File: config.mk
export PLATFORM = sky130hd
export DESIGN_NAME = sram_port_arbiter
export DESIGN_NICKNAME = d
export VERILOG_FILES = /design/src/rtl/sram_arb_pkg.sv /design/src/rtl/sram_arb_starve_ctr.sv /design/src/rtl/sram_port_arbiter.sv
export SDC_FILE = /design/constraint.sdc
export NUM_CORES = 1
export LEC_CHECK = 0
export ABC_AREA = 1
export CORE_AREA = 3 3 118 120
export DETAILED_ROUTE_END_ITERATION = 10
export DIE_AREA = 0 0 121 123
export PLACE_DENSITY = 0.62
export SLEW_MARGIN = 20
export SYNTH_ARGS = -nofsm -noshare
export SYNTH_HDL_FRONTEND = slang
export SYNTH_HIERARCHICAL = 1
export SYNTH_SLANG_ARGS = --single-unit
File: constraint.sdc
create_clock -name clk -period 5.3 [get_ports clk]
set_input_delay 0.795 -clock clk [delete_from_list [all_inputs] [get_ports clk]]
set_output_delay 0.795 -clock clk [all_outputs]
set_load 0.02 [all_outputs]
File: src/rtl/sram_arb_pkg.sv
// Shared types and sizing for the SRAM port arbiter.
package sram_arb_pkg;

    // Which requester owns the read whose data returns this cycle.
    typedef enum logic [1:0] {
        OWN_IDLE = 2'd0,
        OWN_IF   = 2'd1,
        OWN_MEM  = 2'd2
    } owner_e;

    // Largest legal starvation limit.
    localparam int STARVE_MAX_LIMIT = 15;

    // Counter width, sized for the top of the legal range so any chosen limit fits.
    localparam int STARVE_W = $clog2(STARVE_MAX_LIMIT + 1);

endpackage

File: src/rtl/sram_arb_starve_ctr.sv
// Saturating counter of consecutive cycles in which IF asked for the SRAM
// and was refused. sat tells the arbiter to let IF win next time.
module sram_arb_starve_ctr
    import sram_arb_pkg::*;
#(
    parameter int MAX = 4
) (
    input  logic clk,
    input  logic rst_n,
    input  logic inc,
    input  logic clr,
    output logic sat
);

    logic [STARVE_W-1:0] cnt_r;

    assign sat = (cnt_r == STARVE_W'(MAX));

    // Count refused IF cycles; clear wins over increment; hold at MAX.
    always_ff @(posedge clk or negedge rst_n) begin
        if (!rst_n) begin
            cnt_r <= {STARVE_W{1'b0}};
        end else if (clr) begin
            cnt_r <= {STARVE_W{1'b0}};
        end else if (inc && !sat) begin
            cnt_r <= cnt_r + STARVE_W'(1);
        end else begin
            cnt_r <= cnt_r;
        end
    end

endmodule

File: src/rtl/sram_port_arbiter.sv
// Shares the single-ported data SRAM between instruction fetch (read only)
// and the memory stage (load/store). MEM has fixed priority; IF is forced
// through after STARVE_MAX refused cycles. Grants are combinational and a low
// grant is the requester's stall. The owner of each one-cycle read is
// remembered so the returning data goes to the right requester.
module sram_port_arbiter
    import sram_arb_pkg::*;
#(
    parameter int ADDR_W     = 32,
    parameter int DATA_W     = 32,
    parameter int NBYTES     = DATA_W / 8,
    parameter int STARVE_MAX = 4
) (
    input  logic              clk,
    input  logic              rst_n,
    input  logic              if_req,
    input  logic [ADDR_W-1:0] if_addr,
    output logic              if_gnt,
    output logic              if_rvalid,
    output logic [DATA_W-1:0] if_rdata,
    input  logic              if_flush,
    input  logic              mem_req,
    input  logic              mem_we,
    input  logic [ADDR_W-1:0] mem_addr,
    input  logic [DATA_W-1:0] mem_wdata,
    input  logic [NBYTES-1:0] mem_wmask,
    output logic              mem_gnt,
    output logic              mem_rvalid,
    output logic [DATA_W-1:0] mem_rdata,
    output logic              sram_rd_en,
    output logic [ADDR_W-1:0] sram_rd_addr,
    input  logic [DATA_W-1:0] sram_rd_data,
    output logic              sram_wr_en,
    output logic [ADDR_W-1:0] sram_wr_addr,
    output logic [DATA_W-1:0] sram_wr_data,
    output logic [NBYTES-1:0] sram_wr_mask
);

    owner_e owner_r;
    owner_e owner_next_s;
    logic   if_eligible_s;
    logic   starve_sat_s;
    logic   starve_inc_s;

    // A flush cancels IF's claim on the port for this cycle.
    assign if_eligible_s = if_req && !if_flush;
    assign starve_inc_s  = if_req && !if_gnt;

    sram_arb_starve_ctr #(
        .MAX (STARVE_MAX)
    ) u_starve_ctr (
        .clk   (clk),
        .rst_n (rst_n),
        .inc   (starve_inc_s),
        .clr   (!starve_inc_s),
        .sat   (starve_sat_s)
    );

    // Grant: MEM first, unless a starved IF is waiting.
    always_comb begin
        if_gnt  = 1'b0;
        mem_gnt = 1'b0;
        if (mem_req && !(if_eligible_s && starve_sat_s)) begin
            mem_gnt = 1'b1;
        end else if (if_eligible_s) begin
            if_gnt = 1'b1;
        end else begin
            if_gnt  = 1'b0;
            mem_gnt = 1'b0;
        end
    end

    // Issue the granted access; idle strobes keep address/data at zero.
    always_comb begin
        sram_rd_en   = 1'b0;
        sram_rd_addr = {ADDR_W{1'b0}};
        sram_wr_en   = 1'b0;
        sram_wr_addr = {ADDR_W{1'b0}};
        sram_wr_data = {DATA_W{1'b0}};
        sram_wr_mask = {NBYTES{1'b0}};
        if (if_gnt) begin
            sram_rd_en   = 1'b1;
            sram_rd_addr = if_addr;
        end else if (mem_gnt && !mem_we) begin
            sram_rd_en   = 1'b1;
            sram_rd_addr = mem_addr;
        end else if (mem_gnt && mem_we && (mem_wmask != {NBYTES{1'b0}})) begin
            sram_wr_en   = 1'b1;
            sram_wr_addr = mem_addr;
            sram_wr_data = mem_wdata;
            sram_wr_mask = mem_wmask;
        end else begin
            sram_rd_en = 1'b0;
            sram_wr_en = 1'b0;
        end
    end

    // Next owner follows this cycle's read grant; a store leaves nothing in flight.
    always_comb begin
        owner_next_s = OWN_IDLE;
        if (if_gnt) begin
            owner_next_s = OWN_IF;
        end else if (mem_gnt && !mem_we) begin
            owner_next_s = OWN_MEM;
        end else begin
            owner_next_s = OWN_IDLE;
        end
    end

    // Owner register; reset drops any read still in flight.
    always_ff @(posedge clk or negedge rst_n) begin
        if (!rst_n) begin
            owner_r <= OWN_IDLE;
        end else begin
            owner_r <= owner_next_s;
        end
    end

    // Route returning read data to its owner; a flush kills an IF response.
    always_comb begin
        if_rvalid  = 1'b0;
        if_rdata   = {DATA_W{1'b0}};
        mem_rvalid = 1'b0;
        mem_rdata  = {DATA_W{1'b0}};
        case (owner_r)
            OWN_IF: begin
                if (!if_flush) begin
                    if_rvalid = 1'b1;
                    if_rdata  = sram_rd_data;
                end else begin
                    if_rvalid = 1'b0;
                end
            end
            OWN_MEM: begin
                mem_rvalid = 1'b1;
                mem_rdata  = sram_rd_data;
            end
            default: begin
                if_rvalid  = 1'b0;
                mem_rvalid = 1'b0;
            end
        endcase
    end

endmodule

==> flow_metrics.env, run 1 <==
export IMPL_multi_input_area_um2=1340
export IMPL_clock_sinks=6
export IMPL_clk_latency_ns=0.23
export IMPL_final_common_cell="clkdlybuf4s50_1"
export IMPL_h_tree_depth=1
export IMPL_hold_viol_final=0
export IMPL_grt_use_total_pct=15.1
export IMPL_syn_inst=421
export IMPL_cp_top_family="buffers and inverters"
export IMPL_critical_path_max_fanout=56
export IMPL_holdBufCountCts=0
export IMPL_die_h_um=123
export IMPL_die_area_um2=14900
export IMPL_p_per_area_nw_per_um2=105
export IMPL_drc=0
export IMPL_clockBufferDepth=2
export IMPL_portBuffers=307
export IMPL_die_x_um=121
export IMPL_setup_viol=0
export IMPL_crit_path_start_kind="input pin"
export IMPL_relSlewSlack_pct=36.9
export IMPL_clk_pin_slew_ns=0.03
export IMPL_initial_utilization_pct=16.0
export IMPL_syn_cell_area_um2=2090
export IMPL_postRouteAntennaNets=0
export IMPL_fillers=1371
export IMPL_slowest_stage="buf_4"
export IMPL_ys_ff_latch=6
export IMPL_wl_um=12400
export IMPL_crit_type="input pin to output port"
export IMPL_final_cell_mix="clkdlybuf4s50_1, inv_1, nand2_1"
export IMPL_finalCritPeriodShare_pct=74.0
export IMPL_pre_cts_slack_ns=1.33
export IMPL_placed_area_um2=5260
export IMPL_arrival_ns=3.13
export IMPL_finalClockSkew_ns=0.00141
export IMPL_grt_antenna_before_repair=0
export IMPL_cp_data_required_time_ns=4.51
export IMPL_setup_slack_ns=1.38
export IMPL_yosysSeqAreaShare_pct=7.18
export IMPL_hold_slack_ns=0.571
export IMPL_vdd_drop_max_uv=67.2
export IMPL_wl_per_cell_um=14.1
export IMPL_tns_ns=0
export IMPL_tritoncts="yes"
export IMPL_syn_avg_cell_area_um2=4.97
export IMPL_crit_chain="clkdlybuf4s50_1 -> nand3_2 -> nand2_2 -> buf_4 -> inv_2 -> nand2_1 -> nor2_1 -> clkdlybuf4s50_1"
export IMPL_clock_root_buffer="clkbuf_16"
export IMPL_grt_ovfl_total=0
export IMPL_maxCapViolCount=0
export IMPL_total_leakage_power_nw=2.46
export IMPL_hold_path_class="flop to flop"
export IMPL_row_count=42
export IMPL_fin_area_um2=5340
export IMPL_detail_route_first_pass_iterations=4
export IMPL_power_total_mw=0.560
export IMPL_num_vias=3626
export IMPL_numCtsBuffers=3
export IMPL_synth_fp_nets=561
export IMPL_drt_iter0_drc=134
export IMPL_crit_path_max_incr_delay_ns=0.59
export IMPL_regArea_um2=150
export IMPL_drv_slew=0
export IMPL_path_buf_inv=4
export IMPL_finalCriticalPeriod_ns=3.92
export IMPL_nets=845
export IMPL_cp_common_cell="clkdlybuf4s50_1"
export IMPL_routabilityCongestion=0.748
export IMPL_tightest_slew_ns=0.944
export IMPL_post_cts_buffers=0
export IMPL_cts_resized=0
export IMPL_grt_pass1_vias=3507
export IMPL_status="finished clean"
export IMPL_grt_pass1_wl_um=18200
export IMPL_grt_max_degree=57
export IMPL_ys_warnings_count=6
export IMPL_rsz0062_at_grt="no"
export IMPL_core_area_um2=13100
export IMPL_drt_vias_per_instance=4.13
export IMPL_hpwl_um=10100
export IMPL_antenna_cells=0
export IMPL_end_kind="output port"
export IMPL_areaGrowthSynthToFinish_pct=155
export IMPL_ys_types=22
export IMPL_drive_gt1_share_pct=5.55
export IMPL_io_pin_count=308
export IMPL_fmax_mhz=255
report_power, final:
part | switching [mW] | internal (mW) | total (mW)
sequential | 0.00183 | 0.0480 | 0.0499
clock | 0.0258 | 0.0968 | 0.123
combinational | 0.186 | 0.202 | 0.388
routing by layer:
layer | global-route usage (%) | up-vias | routed length [µm]
met3 | 4.80 | 11 | 1300
met1 | 16.5 | 1575 | 4660
met4 | 3.54 | 0 | 179
met2 | 28.5 | 206 | 6260
li1 | - | 1834 | -
met5 | 0 | - | 0
synthesized netlist by cell type:
library cell / count / area [µm²]
inv_2: 2 / 7.51
buf_2: 8 / 40.0
nand2_1: 80 / 300
or2_2: 1 / 6.26
nand3_2: 1 / 10.0
nor3_2: 19 / 190
nor2_2: 2 / 12.5
nor2_4: 1 / 11.3
dfrtp_1: 6 / 150
buf_1: 1 / 3.75
clkbuf_1: 16 / 60.1
a21oi_4: 1 / 16.3
ha_1: 2 / 25.0
nand2_2: 2 / 12.5
nand4_1: 35 / 219
nand3_1: 3 / 15.0
inv_1: 113 / 424
nor2_1: 70 / 263
o21ai_0: 3 / 15.0
buf_6: 4 / 45.0
buf_4: 4 / 30.0
nor3_1: 47 / 235
final cells by class:
class,count,share of cell area (%)
timing repair buffer,312,58.5
multi-input combinational,267,25.0
inverter,115,8.09
tap,176,4.13
sequential,6,2.81
clock buffer,3,1.41
tightest hold or removal path, cell delays in order, from the launching register on:
cell     delay [ns]
dfrtp_1        0.41
nand2_1        0.07
nand2_1        0.05
registers in the layout, summed over array words and instances, names as in the netlist:
| name | cells |
|---|---|
| owner_r | 2 |
| u_starve_ctr/cnt_r | 4 |
cells by family (layout without fill, tap and decap cells):
family | count (synthesis) | in the layout | synth area share (%)
buffers and inverters | 148 | 430 | 29.2
AOI/OAI and AO/OA | 4 | 4 | 1.50
and+or+nand+nor | 261 | 261 | 60.9
DFF | 6 | 6 | 7.18
adders and majority gates | 2 | 2 | 1.20
through the flow:
step / util, % / std cells
final: 40.8 / 879
after global placement: 40.2 / 876
after CTS: 40.7 / 879
after detailed placement: 40.2 / 876
after global routing: 40.8 / 879
after floorplan: - / 421
worst paths after layout:
path                                              startpoint                                end  slack (ns)  cells after the start
max                                                   if_req                    sram_wr_mask[2]        1.38                      8
min                        u_starve_ctr/cnt_r[2]$_DFFE_PN0P_  u_starve_ctr/cnt_r[2]$_DFFE_PN0P_        0.57                      2
max reg2reg                u_starve_ctr/cnt_r[0]$_DFFE_PN0P_  u_starve_ctr/cnt_r[0]$_DFFE_PN0P_        2.70                     13
min reg2reg                u_starve_ctr/cnt_r[2]$_DFFE_PN0P_  u_starve_ctr/cnt_r[2]$_DFFE_PN0P_        0.57                      2
max in group asynchronous                              rst_n               owner_r[0]$_DFF_PN0_        4.27                      1
min in group asynchronous                              rst_n  u_starve_ctr/cnt_r[0]$_DFFE_PN0P_        0.81                      1
(Power assumes the default switching activity.)
==> inputs of run 2 (changes only) <==
- CORE_AREA: 3 3 118 120 -> 3 3 119 121
- DIE_AREA: 0 0 121 123 -> 0 0 122 124
- PLACE_DENSITY: 0.62 -> 0.61
- clock period: 5.3 -> 4 ns (I/O delays scaled with it)
==> run 2 against run 1 <==
Compared with the run above: clock skew is essentially flat; power is 33% higher; first-iteration DRC count down 1.5%; clock power is 33% higher; cell count rose by 0.34%; register-to-register slack worse by 0.95 ns; global-route usage is 0.61 points lower; critical endpoint is now sram_rd_addr[0]; highest routed layer is now met5.
==> flow_metrics.env, run 2 (synthesis gave the netlist of run 1 again) <==
export IMPL_status="finished clean"
export IMPL_grt_max_degree=38
export IMPL_h_tree_depth=1
export IMPL_post_cts_buffers=0
export IMPL_tightest_slew_ns=0.630
export IMPL_place_inst=879
export IMPL_hold_viol_final=0
export IMPL_cp_top_family="buffers and inverters"
export IMPL_largest_reg_flops=4
export IMPL_routabilityCongestion=0.760
export IMPL_end_kind="output port"
export IMPL_crit_path_start_kind="input pin"
export IMPL_maxCapViolCount=0
export IMPL_drive_gt1_share_pct=5.81
export IMPL_finalCritPeriodShare_pct=83.0
export IMPL_grt_use_total_pct=14.5
export IMPL_hold_path_class="flop to flop"
export IMPL_total_leakage_power_nw=2.48
export IMPL_postRouteAntennaNets=0
export IMPL_regMostFlops="u_starve_ctr/cnt_r"
export IMPL_finalCriticalPeriod_ns=3.32
export IMPL_portBuffers=307
export IMPL_die_area_um2=15100
export IMPL_final_cell_mix="clkdlybuf4s50_1, inv_1, nand2_1"
export IMPL_tritoncts="yes"
export IMPL_setup_viol=0
export IMPL_numCtsBuffers=3
export IMPL_p_sw_share_pct=38.1
export IMPL_clk_latency_ns=0.23
export IMPL_reg_top3="u_starve_ctr/cnt_r x4, owner_r x2"
export IMPL_hold_slack_ns=0.565
export IMPL_drt_iter0_drc=132
export IMPL_grt_pass1_wl_um=17500
export IMPL_wl_per_cell_um=14.3
export IMPL_grt_pass1_vias=3306
export IMPL_path_buf_inv=3
export IMPL_rsz0062_at_grt="no"
export IMPL_wl_um=12600
export IMPL_crit_chain="clkdlybuf4s50_1 -> a21oi_4 -> buf_4 -> nand2_1 -> nand2_1 -> clkdlybuf4s50_1"
export IMPL_p_switching_mw=0.283
export IMPL_tns_ns=0
export IMPL_layout_cells_non_filler=882
export IMPL_die_x_um=122
export IMPL_vdd_drop_max_uv=109
export IMPL_internal_power_mw=0.460
export IMPL_clockBufferDepth=2
export IMPL_final_common_cell="clkdlybuf4s50_1"
export IMPL_power_frac_comb_pct=69.2
export IMPL_relSlewSlack_pct=57.8
export IMPL_finalClockSkew_ns=0.00173
export IMPL_clock_root_buffer="clkbuf_16"
export IMPL_seqPwrFrac_pct=8.9
export IMPL_die_h_um=124
export IMPL_drc=0
export IMPL_row_count=42
export IMPL_slowest_stage="clkdlybuf4s50_1"
export IMPL_num_vias=3523
export IMPL_initial_utilization_pct=15.9
export IMPL_crit_path_max_incr_delay_ns=0.68
export IMPL_clk_pin_slew_ns=0.03
export IMPL_grt_antenna_before_repair=1
export IMPL_fmax_mhz=301
export IMPL_drv_slew=0
export IMPL_critical_path_max_fanout=35
export IMPL_antenna_cells=0
export IMPL_arrival_ns=2.72
export IMPL_io_pin_count=308
export IMPL_clock_sinks=6
export IMPL_nets=848
export IMPL_clkPwrFrac_pct=21.9
export IMPL_drt_vias_per_instance=3.99
export IMPL_p_per_area_nw_per_um2=139
export IMPL_core_area_um2=13200
export IMPL_areaGrowthSynthToFinish_pct=156
export IMPL_crit_type="input pin to output port"
export IMPL_hpwl_um=10400
export IMPL_grt_ovfl_total=0
export IMPL_holdBufCountCts=0
export IMPL_cts_resized=0
export IMPL_detail_route_first_pass_iterations=4
export IMPL_cp_data_required_time_ns=3.40
-- run 2: final timing paths --
kind / start / to / slack (ns) / cells past startpoint
setup / recovery: mem_req / sram_rd_addr[0] / 0.68 / 6
hold / removal: u_starve_ctr/cnt_r[3]$_DFFE_PN0P_ / u_starve_ctr/cnt_r[3]$_DFFE_PN0P_ / 0.56 / 2
setup reg to reg: u_starve_ctr/cnt_r[0]$_DFFE_PN0P_ / u_starve_ctr/cnt_r[1]$_DFFE_PN0P_ / 1.75 / 14
hold reg to reg: u_starve_ctr/cnt_r[3]$_DFFE_PN0P_ / u_starve_ctr/cnt_r[3]$_DFFE_PN0P_ / 0.56 / 2
max in group asynchronous: rst_n / owner_r[0]$_DFF_PN0_ / 3.17 / 1
min in group asynchronous: rst_n / u_starve_ctr/cnt_r[1]$_DFFE_PN0P_ / 0.61 / 1
-- run 2: worst reg2reg max path, delay by kind of cell, from the launching register on --
kind,cells,cell delay (ns)
and+or+nand+nor,5,0.55
buffers and inverters,6,0.81
adders and majority gates,1,0.15
AOI/OAI and AO/OA,2,0.22
DFF,1,0.40
-- run 2: power by group through the flow --
stage / combinational [mW] / sequential, mW / clock [mW]
after global placement: 0.520 / 0.0665 / 0
after CTS: 0.521 / 0.0658 / 0.164
after global routing: 0.552 / 0.0662 / 0.170
final: 0.515 / 0.0659 / 0.163
after floorplan: 0.219 / 0.0660 / 0
after detailed placement: 0.519 / 0.0665 / 0
-- run 2: per-layer routing --
metal  up-vias  wire [µm]  global-route usage [%]
li1       1837          -                       -
met1      1493       4850                    16.5
met2       185       6210                    26.9
met3         6       1440                    5.04
met4         2         73                    2.10
met5         -          8                       0
-- run 2: layout make-up --
cell class                      count  area (µm²)
Sequential cell                     6         150
Fill cell                        1390        7830
Tap cell                          176         220
Clock buffer                        3        75.1
Multi-Input combinational cell    267        1330
Timing Repair Buffer              315        3150
Inverter                          115         432
-- run 2: stage by stage --
| step | util [%] | total power [mW] | setup WS, ns | instance area (µm²) |
|---|---|---|---|---|
| finish | 40.6 | 0.743 | 0.682 | 5360 |
| global route | 40.6 | 0.789 | 0.545 | 5360 |
| CTS | 40.6 | 0.750 | 0.676 | 5360 |
| detailed placement | 40.0 | 0.585 | 0.669 | 5280 |
| global placement | 40.0 | 0.587 | 0.685 | 5280 |
| floorplan | - | 0.285 | 1.79 | 2090 |
==> inputs of run 3 (changes only) <==
- clock period: 4 -> 3.2 ns (I/O delays scaled with it)
==> run 3 against run 2 <==
Compared with the run above: cell count unchanged; worst hold slack got worse by 0.057 ns; die area unchanged; sequential share of layout area about the same; non-clock buffer count unchanged; global-route usage about the same; critical path type unchanged; critical endpoint is now sram_rd_addr[26].
==> flow_metrics.env, run 3 (synthesis gave the netlist of run 1 again) <==
export IMPL_clk_pin_slew_ns=0.03
export IMPL_rsz0062_at_grt="no"
export IMPL_grt_use_total_pct=14.6
export IMPL_crit_path_start_kind="input pin"
export IMPL_power_frac_comb_pct=69.6
export IMPL_hold_viol_final=0
export IMPL_die_x_um=122
export IMPL_postLayoutCoreUtil_pct=41.0
export IMPL_postRouteAntennaNets=0
export IMPL_largest_reg_flops=4
export IMPL_multi_input_area_um2=1330
export IMPL_nets=848
export IMPL_clk_latency_ns=0.23
export IMPL_p_switching_mw=0.353
export IMPL_reg_top3="u_starve_ctr/cnt_r x4, owner_r x2"
export IMPL_core_area_um2=13200
export IMPL_clock_sinks=6
export IMPL_drt_iter0_drc=105
export IMPL_critical_path_max_fanout=32
export IMPL_drc=0
export IMPL_seqPwrFrac_pct=8.8
export IMPL_cts_resized=0
export IMPL_grt_max_degree=68
export IMPL_hold_slack_ns=0.508
export IMPL_crit_type="input pin to output port"
export IMPL_drv_slew=0
export IMPL_hold_path_class="input pin to asynchronous set/reset pin"
export IMPL_finalCritPeriodShare_pct=91.4
export IMPL_grt_pass1_vias=3444
export IMPL_numCtsBuffers=3
export IMPL_internal_power_mw=0.581
export IMPL_die_h_um=124
export IMPL_detail_route_first_pass_iterations=4
export IMPL_drive_gt1_share_pct=5.67
export IMPL_tritoncts="yes"
export IMPL_drt_vias_per_instance=4.00
export IMPL_wl_um=12400
export IMPL_finalClockSkew_ns=0.00257
export IMPL_grt_antenna_before_repair=1
export IMPL_tns_ns=0
export IMPL_final_common_cell="clkdlybuf4s50_1"
export IMPL_status="finished clean"
export IMPL_h_tree_depth=1
export IMPL_num_vias=3526
export IMPL_portBuffers=307
export IMPL_clock_root_buffer="clkbuf_16"
export IMPL_p_sw_share_pct=37.8
export IMPL_cp_data_required_time_ns=2.72
export IMPL_hpwl_um=10100
export IMPL_maxCapViolCount=0
export IMPL_clkPwrFrac_pct=21.7
export IMPL_p_per_area_nw_per_um2=173
export IMPL_antenna_cells=0
export IMPL_fmax_mhz=342
export IMPL_final_cell_mix="clkdlybuf4s50_1, inv_1, nand2_1"
export IMPL_initial_utilization_pct=15.9
export IMPL_clockBufferDepth=2
export IMPL_relSlewSlack_pct=74.1
export IMPL_arrival_ns=2.44
export IMPL_die_area_um2=15100
export IMPL_regMostFlops="u_starve_ctr/cnt_r"
export IMPL_grt_pass1_wl_um=17700
export IMPL_wl_per_cell_um=14.1
export IMPL_io_pin_count=308
export IMPL_fillers=1410
export IMPL_holdBufCountCts=0
export IMPL_row_count=42
export IMPL_post_cts_buffers=0
export IMPL_tightest_slew_ns=0.389
export IMPL_regArea_um2=150
export IMPL_finalCriticalPeriod_ns=2.92
export IMPL_areaGrowthSynthToFinish_pct=158
export IMPL_routabilityCongestion=0.743
export IMPL_vdd_drop_max_uv=93.1
export IMPL_total_leakage_power_nw=2.50
export IMPL_setup_viol=0
export IMPL_grt_ovfl_total=0
export IMPL_end_kind="output port"
[run 3: layout make-up]
type                    count  area share [%]
inverters                 115            7.99
clock buffers               3            1.39
repair buffers            315            59.1
flip-flops and latches      6            2.78
well taps                 176            4.08
multi-input cells         267            24.6
[run 3: worst paths after layout]
check	startpoint	endpoint	slack (ns)	cells past startpoint
max in group asynchronous	rst_n	u_starve_ctr/cnt_r[1]$_DFFE_PN0P_	2.46	1
worst max-delay path	mem_req	sram_rd_addr[26]	0.28	5
min in group clk	u_starve_ctr/cnt_r[3]$_DFFE_PN0P_	u_starve_ctr/cnt_r[3]$_DFFE_PN0P_	0.57	2
worst min register to register	u_starve_ctr/cnt_r[3]$_DFFE_PN0P_	u_starve_ctr/cnt_r[3]$_DFFE_PN0P_	0.57	2
worst min-delay path	rst_n	u_starve_ctr/cnt_r[3]$_DFFE_PN0P_	0.51	1
worst max register to register	u_starve_ctr/cnt_r[0]$_DFFE_PN0P_	u_starve_ctr/cnt_r[0]$_DFFE_PN0P_	1.28	13
[run 3: power by group through the flow]
stage / clock, mW / combinational, mW / sequential (mW)
finish: 0.202 / 0.650 / 0.0821
global placement: 0 / 0.655 / 0.0830
floorplan: 0 / 0.274 / 0.0824
detailed placement: 0 / 0.655 / 0.0830
global route: 0.209 / 0.698 / 0.0824
CTS: 0.206 / 0.659 / 0.0821
[run 3: routing by layer]
metal	wire length [µm]	vias up	global-route usage, %
met5	17	-	0
met4	92	2	1.96
met3	1470	8	5.22
met2	6170	190	26.9
met1	4660	1484	16.4
li1	-	1842	-
[run 3: metrics by stage]
stage                     instances  setup WS [ns]  area (µm²)  total power [mW]
after CTS                       882          0.296        5400             0.947
after global placement          879          0.304        5330             0.738
after floorplan                 421           1.11        2090             0.357
after detailed placement        879          0.311        5330             0.738
final                           882          0.275        5400             0.934
after global routing            882          0.163        5400             0.989
[run 3: worst max-delay path, cell delays in order]
cell,delay (ns)
clkdlybuf4s50_1,0.62
buf_4,0.41
nand4_1,0.20
nand2_1,0.11
clkdlybuf4s50_1,0.60
